==> config.mk <==
export PLATFORM = sky130hd
export DESIGN_NAME = core_amo_unit
export DESIGN_NICKNAME = d
export VERILOG_FILES = /design/src/rtl/core_amo_unit.sv
export SDC_FILE = /design/constraint.sdc
export NUM_CORES = 1
export LEC_CHECK = 0
export CORE_ASPECT_RATIO = 1.2
export CORE_MARGIN = 2
export CORE_UTILIZATION = 30
export CTS_CLUSTER_SIZE = 40
export DETAILED_ROUTE_END_ITERATION = 8
export PLACE_DENSITY = 0.58
export SLEW_MARGIN = 20
export SYNTH_ARGS = -nofsm -noshare
export SYNTH_HDL_FRONTEND = slang
export SYNTH_SLANG_ARGS = --single-unit
==> constraint.sdc <==
create_clock -name i_clk -period 14 [get_ports i_clk]
set_input_delay 2.8 -clock i_clk [delete_from_list [all_inputs] [get_ports i_clk]]
set_output_delay 2.8 -clock i_clk [all_outputs]
set_load 0.005 [all_outputs]
==> src/rtl/core_amo_unit.sv <==
// Sequential atomic memory operation engine: one AMO/LR/SC at a time, read-modify-write
// over a req/ack memory port, with a single LR reservation invalidated by snoops.
module core_amo_unit #(
    parameter int DATA_WIDTH = 64,
    parameter int ADDR_WIDTH = 64
) (
    input  logic                    i_clk,
    input  logic                    i_rst,
    input  logic                    i_amo_valid,
    output logic                    o_amo_ready,
    input  logic [3:0]              i_amo_op,
    input  logic                    i_amo_word,
    input  logic [ADDR_WIDTH-1:0]   i_amo_addr,
    input  logic [DATA_WIDTH-1:0]   i_amo_wdata,
    output logic                    o_mem_rd_en,
    output logic                    o_mem_wr_en,
    output logic [ADDR_WIDTH-1:0]   o_mem_addr,
    output logic [DATA_WIDTH-1:0]   o_mem_wdata,
    output logic [DATA_WIDTH/8-1:0] o_mem_wstrb,
    input  logic [DATA_WIDTH-1:0]   i_mem_rdata,
    input  logic                    i_mem_ack,
    input  logic                    i_snoop_valid,
    input  logic [ADDR_WIDTH-1:0]   i_snoop_addr,
    output logic                    o_resp_valid,
    input  logic                    i_resp_ready,
    output logic [DATA_WIDTH-1:0]   o_resp_data,
    output logic                    o_resp_err
);

    localparam int STRB_W = DATA_WIDTH / 8;
    localparam int OFF_W  = $clog2(STRB_W);

    typedef enum logic [2:0] {
        ST_IDLE,
        ST_RD,
        ST_WR,
        ST_SC_CHK,
        ST_RESP
    } state_e;

    typedef enum logic [3:0] {
        OP_SWAP = 4'd0,
        OP_ADD  = 4'd1,
        OP_AND  = 4'd2,
        OP_OR   = 4'd3,
        OP_XOR  = 4'd4,
        OP_MAX  = 4'd5,
        OP_MIN  = 4'd6,
        OP_MAXU = 4'd7,
        OP_MINU = 4'd8,
        OP_LR   = 4'd9,
        OP_SC   = 4'd10
    } amo_op_e;

    function automatic logic [ADDR_WIDTH-1:0] granule(input logic [ADDR_WIDTH-1:0] a);
        logic [ADDR_WIDTH-1:0] g;
        g            = a;
        g[OFF_W-1:0] = '0;
        return g;
    endfunction

    state_e                  state_q,     state_d;
    logic [3:0]              op_q,        op_d;
    logic                    word_q,      word_d;
    logic [ADDR_WIDTH-1:0]   addr_q,      addr_d;
    logic [DATA_WIDTH-1:0]   opnd_q,      opnd_d;
    logic [DATA_WIDTH-1:0]   old_q,       old_d;
    logic                    sc_fail_q,   sc_fail_d;
    logic                    res_valid_q, res_valid_d;
    logic [ADDR_WIDTH-1:0]   res_addr_q,  res_addr_d;

    logic [ADDR_WIDTH-1:0]   addr_gran;
    logic [ADDR_WIDTH-1:0]   snoop_gran;
    logic                    snoop_on_addr;
    logic                    snoop_on_res;
    logic                    res_on_addr;
    logic                    op_illegal;

    logic [DATA_WIDTH-1:0]   old_ext;
    logic [DATA_WIDTH-1:0]   opnd_ext;
    logic [DATA_WIDTH-1:0]   result;
    logic [DATA_WIDTH-1:0]   wr_data_full;
    logic [STRB_W-1:0]       wstrb_full;

    assign addr_gran     = granule(addr_q);
    assign snoop_gran    = granule(i_snoop_addr);
    assign snoop_on_addr = i_snoop_valid && (snoop_gran == addr_gran);
    assign snoop_on_res  = i_snoop_valid && res_valid_q && (snoop_gran == res_addr_q);
    assign res_on_addr   = res_valid_q && (res_addr_q == addr_gran);
    assign op_illegal    = (op_q > OP_SC);

    // Word ops are evaluated on sign-extended lanes: sign extension preserves both signed
    // and unsigned ordering, so one full-width compare serves all four min/max flavours.
    if (DATA_WIDTH == 64) begin : g_dw64
        logic [31:0] old_lane;
        assign old_lane     = addr_q[2] ? old_q[63:32] : old_q[31:0];
        assign old_ext      = word_q ? {{32{old_lane[31]}}, old_lane} : old_q;
        assign opnd_ext     = word_q ? {{32{opnd_q[31]}}, opnd_q[31:0]} : opnd_q;
        assign wr_data_full = word_q ? {2{result[31:0]}} : result;
        assign wstrb_full   = word_q ? (addr_q[2] ? 8'hF0 : 8'h0F) : 8'hFF;
    end else begin : g_dw32
        assign old_ext      = old_q;
        assign opnd_ext     = opnd_q;
        assign wr_data_full = result;
        assign wstrb_full   = '1;
    end

    always_comb begin
        logic gt_s, lt_s, gt_u, lt_u;
        gt_s   = $signed(old_ext) > $signed(opnd_ext);
        lt_s   = $signed(old_ext) < $signed(opnd_ext);
        gt_u   = old_ext > opnd_ext;
        lt_u   = old_ext < opnd_ext;
        result = opnd_ext;
        case (op_q)
            OP_ADD:  result = old_ext + opnd_ext;
            OP_AND:  result = old_ext & opnd_ext;
            OP_OR:   result = old_ext | opnd_ext;
            OP_XOR:  result = old_ext ^ opnd_ext;
            OP_MAX:  result = gt_s ? old_ext : opnd_ext;
            OP_MIN:  result = lt_s ? old_ext : opnd_ext;
            OP_MAXU: result = gt_u ? old_ext : opnd_ext;
            OP_MINU: result = lt_u ? old_ext : opnd_ext;
            default: result = opnd_ext;
        endcase
    end

    always_comb begin
        // NOTE: every target gets a default first so no path leaves a value unassigned,
        // which would otherwise infer a latch.
        state_d     = state_q;
        op_d        = op_q;
        word_d      = word_q;
        addr_d      = addr_q;
        opnd_d      = opnd_q;
        old_d       = old_q;
        sc_fail_d   = sc_fail_q;
        res_valid_d = res_valid_q && !snoop_on_res;
        res_addr_d  = res_addr_q;

        case (state_q)
            ST_IDLE: begin
                if (i_amo_valid) begin
                    op_d      = i_amo_op;
                    word_d    = i_amo_word;
                    addr_d    = i_amo_addr;
                    opnd_d    = i_amo_wdata;
                    sc_fail_d = 1'b0;
                    if (i_amo_op <= OP_LR) begin
                        state_d = ST_RD;
                    end else if (i_amo_op == OP_SC) begin
                        state_d = ST_SC_CHK;
                    end else begin
                        state_d = ST_RESP;
                    end
                end
            end
            ST_RD: begin
                if (i_mem_ack) begin
                    old_d = i_mem_rdata;
                    if (op_q == OP_LR) begin
                        // A snoop to the new granule in the ack cycle wins over the set.
                        res_valid_d = !snoop_on_addr;
                        res_addr_d  = addr_gran;
                        state_d     = ST_RESP;
                    end else begin
                        state_d = ST_WR;
                    end
                end
            end
            ST_WR: begin
                if (i_mem_ack) begin
                    if (res_on_addr) begin
                        res_valid_d = 1'b0;
                    end
                    state_d = ST_RESP;
                end
            end
            ST_SC_CHK: begin
                res_valid_d = 1'b0;
                if (res_on_addr && !snoop_on_addr) begin
                    sc_fail_d = 1'b0;
                    state_d   = ST_WR;
                end else begin
                    sc_fail_d = 1'b1;
                    state_d   = ST_RESP;
                end
            end
            ST_RESP: begin
                if (i_resp_ready) begin
                    state_d = ST_IDLE;
                end
            end
            default: state_d = ST_IDLE;
        endcase
    end

    always_ff @(posedge i_clk) begin
        if (i_rst) begin
            state_q     <= ST_IDLE;
            res_valid_q <= 1'b0;
        end else begin
            state_q     <= state_d;
            res_valid_q <= res_valid_d;
        end
    end

    // NOTE: datapath registers carry no reset; every output that exposes them is gated by
    // state, and each is rewritten before use in a new request.
    always_ff @(posedge i_clk) begin
        op_q       <= op_d;
        word_q     <= word_d;
        addr_q     <= addr_d;
        opnd_q     <= opnd_d;
        old_q      <= old_d;
        sc_fail_q  <= sc_fail_d;
        res_addr_q <= res_addr_d;
    end

    assign o_amo_ready  = (state_q == ST_IDLE);
    assign o_mem_rd_en  = (state_q == ST_RD);
    assign o_mem_wr_en  = (state_q == ST_WR);
    assign o_mem_addr   = (o_mem_rd_en || o_mem_wr_en) ? addr_gran : '0;
    assign o_mem_wdata  = o_mem_wr_en ? wr_data_full : '0;
    assign o_mem_wstrb  = o_mem_wr_en ? wstrb_full : '0;
    assign o_resp_valid = (state_q == ST_RESP);
    assign o_resp_err   = o_resp_valid && op_illegal;

    always_comb begin
        o_resp_data = '0;
        if (o_resp_valid && !op_illegal) begin
            if (op_q == OP_SC) begin
                o_resp_data[0] = sc_fail_q;
            end else begin
                o_resp_data = old_ext;
            end
        end
    end

endmodule

### Word level (Yosys, flattened, before mapping)

Cells that the tools add are included.

* register bits after elaboration: 263
* input bits: 267
* logic and storage cells: 94

* add/subtract/negate cells: 1
* magnitude comparators: 6
* equal/unequal tests: 22
* multiplexer cells: 34
* bitwise logic cells: 3
* reductions and logical operators: 19

Operator list (count)
* 64-bit two-way mux: 10
* 64-bit one-hot mux with 8 select lines: 1
* 61-bit equality test: 3
* 64-bit greater-than comparator: 2
* 64-bit < comparator: 2
* 64-bit adder: 1
* 64-bit bitwise AND: 1
* 64-bit OR: 1
* 64-bit XOR: 1
* 63-bit two-way mux: 1
* 32-bit two-way mux: 1
* 3-bit two-way mux: 8
* 8-bit two-way mux: 3
* 4-bit by 3-bit equality test with 1-bit output, second input constant: 4
* 4-bit equality test, second input constant: 4
* 3-bit one-hot mux with 5 select lines: 1
* 4-bit by 2-bit equality test with 1-bit output, second input constant: 2
* 1-bit logical AND: 8
* 1-bit two-way mux: 7
* 3-bit by 2-bit equality test with 1-bit output, second input constant: 2
* 2-bit by 1-bit != test with 1-bit output, second input constant: 3
* 2-bit AND reduction: 3
* 4-bit by 1-bit equality test with 1-bit output, second input constant: 1
* 4-bit greater-than comparator, second input constant: 1
* other kinds (12): 14

### Depth between registers and ports, before layout

Gate-level depths: netlist of run 1.

* depth after elaboration: 7
* gate-level depth with buffers: 22

### Least setup slack after synthesis of run 1

Ideal clock, no wire load.

* kind: register to output
* start point: reg word_q
* end point: out o_mem_wdata[60]
* arrival: 4.925 ns
* data required time: 11.200 ns
* path slack: 6.275 ns
* stages on the path, launching flop included: 19
* cells stage by stage: edfxtp_1 nand2_1 buf_1 buf_1 mux2_2 ha_1 fa_1 a21oi_1 o211ai_1 a21oi_1 nand3_1 a311o_1 a41o_1 a41o_1 a21oi_1 o41ai_1 xor2_1 a221oi_1 o22ai_1

* longest elaborated chain between the ends: 6
* elaborated cells between the ends (all ways): 17
* those cells by class: add/sub: 1; order compare: 4; mux: 9; bitwise: 3

RTL lines
* from (decl): line 64 `logic word_q, word_d;`
* from (signal assigned): line 212 `word_q <= word_d;`
* 64-bit two-way mux (on tied branches): line 97, 98
* 64-bit < comparator (tied with other cells): line 113 `lt_u = old_ext < opnd_ext;`
* 64-bit two-way mux (on tied branches)
* 64-bit one-hot mux with 8 select lines: line 115 `case (op_q)`
* 64-bit two-way mux (*): line 99 `assign wr_data_full = word_q ? {2{result[31:0]}} : result;`
* 64-bit two-way mux (*): line 224 `assign o_mem_wdata = o_mem_wr_en ? wr_data_full : '0;`
* to (decl): line 18 `output logic [DATA_WIDTH-1:0] o_mem_wdata,`

Every way passes the cells marked *; elsewhere a longest branch is shown, timed or not.

### Worst setup path in the final report of run 1

* start point: reg word_q
* end point: out o_mem_wdata[46]

The elaborated chain is that of the path after synthesis.

==> results.cfg, run 1 <==
[run_status]
run_status = completed

[job]
cap_violations = 0

[finish]
drive_above_1_share = 0.0472
layout.nets = 3296
area_growth_pct = 31.2
fillers = 7274

[yosys]
yosys.area.top_type = edfxtp_1
synth-main-ff-cell = edfxtp_1
yosysMostFrequentCell = nor2_1
yosys_warnings = 0
avgSynthCellArea_um2 = 8.86
synth_area_leaders = edfxtp_1 36%, ha_1 11%, a21oi_1 5.2%
synth.ff_latch_count = 261
synth.distinct_cells = 81
synth_edf_count = 257
syn-cell-area_um2 = 21700
syn_inst = 2448
synthTopCellsByCount = 266 x nor2_1, 257 x edfxtp_1, 225 x a21oi_1
async_flop_share = 0
synth_top_area_frac = 0.356
ys_seq_area_frac = 0.360

[pwr]
pwr-share-clk = 0.175
power.internal_mw = 2.83
peakVddDrop_uv = 106
p_per_area_nw_per_um2 = 195
seqPwrFrac = 0.226
switching_share = 0.490
p_switching_mw = 2.72
comb_power_share = 0.599
power.leakage_nw = 10.9

[critical_path]
path_max_fanout = 33
r2r_cells = 11
critPathLaunch = word_q
crit_arrival_ns = 8.83
path_class = flop to output port
r2r_start = addr_q[23]
r2r-end = state_q[1]
end_kind = output port
required_ns = 11.20
cp-start-kind = flop
timing.reg2reg.setup_slack_ns = 10.44

[clock_tree]
cts_buffers = 34
cts_setup_buffers = 0
h-tree-depth = 2
cts_buffer_depth = 3
root_buffer = clkbuf_16
path_clk_slew_ns = 0.06
worst_skew_pair.late_latency_ns = 0.56
cts_tree = yes
clock_sinks = 261
cts-resized-gates = 0
cts_hold_buf = 0

[place]
hpwl_mm = 83.2
port_buffers = 463
place_congestion = 0.998

[routing]
drt_wl_total_mm = 105
drc = 0
firstDrtPassIters = 6
wl_per_cell_um = 27.7
drt_iter0_markers = 1895
via_per_inst = 5.59
via_count = 21225
postRouteAntennaNets = 0

[sta]
tns_ns = 0
hold_violations = 0
fmax_ghz = 0.0860
min_period_over_period = 0.830
slew-limit-headroom = 0.135
setup_violations = 0
rsz0062_at_grt = false
tightest_slew_ns = 1.30
fin_hold_ws_ns = 0.488
timing.final.max_slew_violations = 0
period_minus_slack_ns = 11.63
skew_ns = 0.0176

[floorplanning]
die_x_um = 249
dieArea_um2 = 74500
rows = 108
initial_core_util = 0.302
fp.dieH_um = 299
ios = 472
core_um2 = 71900

[global_routing]
track_usage = 0.273
grt_max_degree = 65
grt_overflow = 0
grt_antenna_before_repair = 11
grt_pass1_vias = 20981
grt_first_pass_wirelength_mm = 148

[hold_path]
min_path_type = flop to flop
min_to = res_valid_q
hold_depth = 2
hp-start = res_valid_q
critical path: stages (launching register included):
cell and delay, ns:
edfxtp_1 0.31, buf_4 0.40, inv_2 0.38, nor2_2 0.74
buf_4 0.42, a21o_1 0.21, ha_1 0.40, nor4_1 0.52
nand4_1 0.32, nor4_2 0.58, o41ai_2 0.26, o311ai_2 0.20
or2_1 0.51, mux2i_1 0.14, buf_4 0.21, nor2_2 0.13
nand2_1 0.43, a221oi_1 1.21, o22ai_1 0.31, clkdlybuf4s50_1 0.54
per-layer routing:
layer  share of wire  track usage  routed length (um)  vias to the layer above
met2            0.48        0.469               50400                     1158
li1                -            -                   -                     9665
met5          0.0012            0                 127                        -
met3           0.086       0.0645                9030                      288
met1            0.36        0.298               37400                    10094
met4           0.079        0.187                8330                       20
worst max-delay path by stage:
| stage | to |
|---|---|
| floorplan | o_mem_wdata[60] |
| global placement | o_mem_wdata[37] |
| detailed placement | o_mem_wdata[46] |
| CTS | o_mem_wdata[46] |
| global route | o_mem_wdata[46] |
| finish | o_mem_wdata[46] |
registers in the layout (all words and copies together), names as in the netlist:
name and count:
old_q 64, state_q 3, addr_q 62, res_addr_q 61, sc_fail_q 1, res_valid_q 1
op_q 4, word_q 1, opnd_q 64
placed cells by master (no fill, tap or decap), types with 7 or more instances in the layout:
cell               n
ha_1             192
o21ai_0          119
o21bai_1          18
bufinv_16          7
edfxtp_1         257
and2_1             8
mux2i_1           43
o21ai_1           17
o211ai_1          34
o31ai_1           11
nor2_1           261
o2111ai_1          7
nand3_1           19
a22oi_1           13
a31oi_1           13
o21a_1             9
and3_1            12
o221ai_1          21
inv_1            200
a21oi_1          225
nor4_1            28
a221oi_1          48
xnor2_1          127
clkbuf_16         35
nand2_1          140
nand2b_1          17
nor2b_1           63
a221o_1            8
xor2_1            51
a211oi_1          36
a21o_1            44
buf_4             45
clkdlybuf4s50_1  463
nand4_1           62
o22ai_1           43
a2111oi_0          8
nor3_1            32
final cells by class:
| class | instances | area (um^2) | area share |
|---|---|---|---|
| antenna | 1 | 2.50 | 0.0000880 |
| clock buffer | 41 | 908 | 0.0319 |
| clock inverter | 20 | 293 | 0.0103 |
| inverter | 204 | 766 | 0.0269 |
| multi-input combinational | 1827 | 12500 | 0.441 |
| sequential | 261 | 7800 | 0.274 |
| tap | 935 | 1170 | 0.0411 |
| timing repair buffer | 508 | 4970 | 0.175 |
logic make-up after synthesis:
logic type      after synthesis  share of synthesized area
fa+ha+maj                   193                      0.112
other cells                   1                   0.000173
xor+xnor                    180                     0.0727
buf+inv                     362                     0.0665
flops                       261                      0.360
mux                          45                     0.0209
simple gates                675                      0.148
compound gates              731                      0.221
power by group through the flow:
stage / sequential [mW] / clock [mW] / combinational (mW)
after floorplan: 1.17 / 0 / 1.99
after CTS: 1.25 / 1.00 / 3.26
after detailed placement: 1.27 / 0 / 3.24
after global placement: 1.27 / 0 / 3.23
final: 1.25 / 0.972 / 3.32
after global routing: 1.26 / 1.02 / 3.54
per-stage QoR:
stage	utilization	total power, mW	cells	setup WS [ns]	cell area, um^2
after floorplan	-	3.16	2450	6.27	21700
after global placement	0.379	4.50	3735	3.33	27200
after detailed placement	0.379	4.50	3735	3.30	27200
after CTS	0.396	5.51	3796	2.70	28400
after global routing	0.396	5.83	3796	2.37	28400
final	0.396	5.55	3797	2.37	28400
Power figures use the tool's default switching activity.
==> inputs of run 2 (changes only) <==
==> constraint.sdc (replaced) <==
create_clock -name i_clk -period 11.7 [get_ports i_clk]
set_input_delay 2.34 -clock i_clk [delete_from_list [all_inputs] [get_ports i_clk]]
set_output_delay 2.34 -clock i_clk [all_outputs]
set_load 0.005 [all_outputs]
==> results.cfg, run 2 (same netlist as run 1, synthesis figures left out) <==
[finish]
mostFrequentLayoutCells = 463 x clkdlybuf4s50_1, 262 x nor2_1, 257 x edfxtp_1, 225 x a21oi_1, 200 x inv_1
reg_top3 = old_q x64, opnd_q x64, addr_q x62
area_growth_pct = 31.1
drive_above_1_share = 0.0529
layout.nets = 3311
fin_cells = 3813
layout_commonest_cell = clkdlybuf4s50_1

[pwr]
p_switching_mw = 3.26
power.leakage_nw = 10.9
seqPwrFrac = 0.228
pwr-share-clk = 0.155
p_per_area_nw_per_um2 = 230
finalPower_mw = 6.55
peakVddDrop_uv = 130
comb_power_share = 0.617
power.internal_mw = 3.29
switching_share = 0.498

[clock_tree]
cts-resized-gates = 0
cts_buffers = 31
path_clk_slew_ns = 0.06
root_buffer = clkbuf_16
clock_sinks = 261
cts_tree = yes
cts_buffer_depth = 3
cts_hold_buf = 0
h-tree-depth = 1
worst_skew_pair.late_latency_ns = 0.61
cts_setup_buffers = 0

[global_routing]
grt_overflow = 0
grt_antenna_before_repair = 12
grt_first_pass_wirelength_mm = 147
grt_max_degree = 65
track_usage = 0.272
grt_pass1_vias = 20859

[critical_path]
end_kind = output port
critPathLaunch = word_q
timing.reg2reg.setup_slack_ns = 8.07
path_class = flop to output port
r2r-end = state_q[1]
r2r_start = addr_q[23]
endpoint = o_mem_wdata[44]
required_ns = 9.36
path_max_fanout = 34
crit_arrival_ns = 7.89
cp-start-kind = flop
r2r_cells = 11

[routing]
drt_wl_total_mm = 105
wl_per_cell_um = 27.6
postRouteAntennaNets = 0
drc = 0
via_count = 21325
drt_iter0_markers = 1883
firstDrtPassIters = 6
via_per_inst = 5.59

[sta]
skew_ns = 0.0152
setup_violations = 0
timing.final.max_slew_violations = 0
tns_ns = 0
slew-limit-headroom = 0.259
min_period_over_period = 0.874
finalWorstSetupSlack_ns = 1.47
hold_violations = 0
rsz0062_at_grt = false
tightest_slew_ns = 1.11
fin_hold_ws_ns = 0.488
period_minus_slack_ns = 10.23
fmax_ghz = 0.0978

[run_status]
run_status = completed

[job]
cap_violations = 0

[floorplanning]
fp.dieH_um = 299
rows = 108
initial_core_util = 0.302
core_um2 = 71900
ios = 472
dieArea_um2 = 74500
die_x_um = 249

[place]
post-place-ws_ns = 2.27
hpwl_mm = 83.2
port_buffers = 463
place_congestion = 0.995
placedCellCount = 3753

[hold_path]
min_path_type = flop to flop
run 2: how the worst min path moves through the flow:
stage | start | endpoint | slack, ns | cells after the start
after floorplan | res_valid_q | res_valid_q | 0.45 | 2
after global placement | res_valid_q | res_valid_q | 0.47 | 2
after detailed placement | res_valid_q | res_valid_q | 0.48 | 2
after CTS | res_valid_q | res_valid_q | 0.49 | 2
after global routing | addr_q[16] | res_addr_q[16] | 0.52 | 0
final | res_valid_q | res_valid_q | 0.49 | 2
run 2: per-layer routing:
| layer | wire, um | part of all wire | track usage | up-vias |
|---|---|---|---|---|
| met5 | 116 | 0.0011 | 0 | - |
| met4 | 7960 | 0.076 | 0.173 | 18 |
| met3 | 8730 | 0.083 | 0.0565 | 270 |
| met2 | 50700 | 0.48 | 0.474 | 1129 |
| met1 | 37900 | 0.36 | 0.301 | 10240 |
| li1 | - | - | - | 9668 |
run 2: critical path, stage by stage (launching register included):
cell	delay, ns
edfxtp_1	0.46
inv_2	0.11
buf_4	0.39
nor2_2	0.07
buf_4	0.29
a21o_1	0.28
ha_1	0.47
nor4_1	0.52
nand4_1	0.36
nor4_2	0.48
o41ai_2	0.22
o311ai_2	0.18
or2_1	0.17
buf_4	0.21
mux2i_1	0.10
buf_4	0.19
nor2_1	0.24
buf_4	0.17
nand2_1	0.39
a221oi_1	1.07
o22ai_1	0.31
clkdlybuf4s50_1	0.53
run 2: power groups by stage:
stage / registers (mW) / clock network (mW) / logic (mW)
final: 1.50 / 1.02 / 4.04
after global placement: 1.51 / 0 / 3.92
after global routing: 1.51 / 1.07 / 4.31
after CTS: 1.50 / 1.05 / 3.95
after detailed placement: 1.51 / 0 / 3.93
after floorplan: 1.40 / 0 / 2.39
run 2: per-stage QoR:
step / utilization / instance area, um^2
finish: 0.396 / 28400
global route: 0.395 / 28400
CTS: 0.395 / 28400
detailed placement: 0.381 / 27400
global placement: 0.381 / 27400
floorplan: - / 21700
run 2: cell type report:
type,count,area [um^2]
inverters,204,766
flip-flops and latches,261,7800
clock inverters,24,259
diodes,3,7.51
fillers,7314,43500
clock buffers,33,783
well taps,935,1170
multi-input cells,1827,12500
repair buffers,526,5120
==> inputs of run 3 (changes only) <==
--- a/config.mk
+++ b/config.mk
@@ -5,6 +5,7 @@
 export SDC_FILE = /design/constraint.sdc
 export NUM_CORES = 1
 export LEC_CHECK = 0
+export ABC_CLOCK_PERIOD_IN_PS = 11700
 export CORE_ASPECT_RATIO = 1.2
 export CORE_MARGIN = 2
 export CORE_UTILIZATION = 30
==> results of run 3 <==
The final DEF is identical to that of run 2; final timing and power are the same.
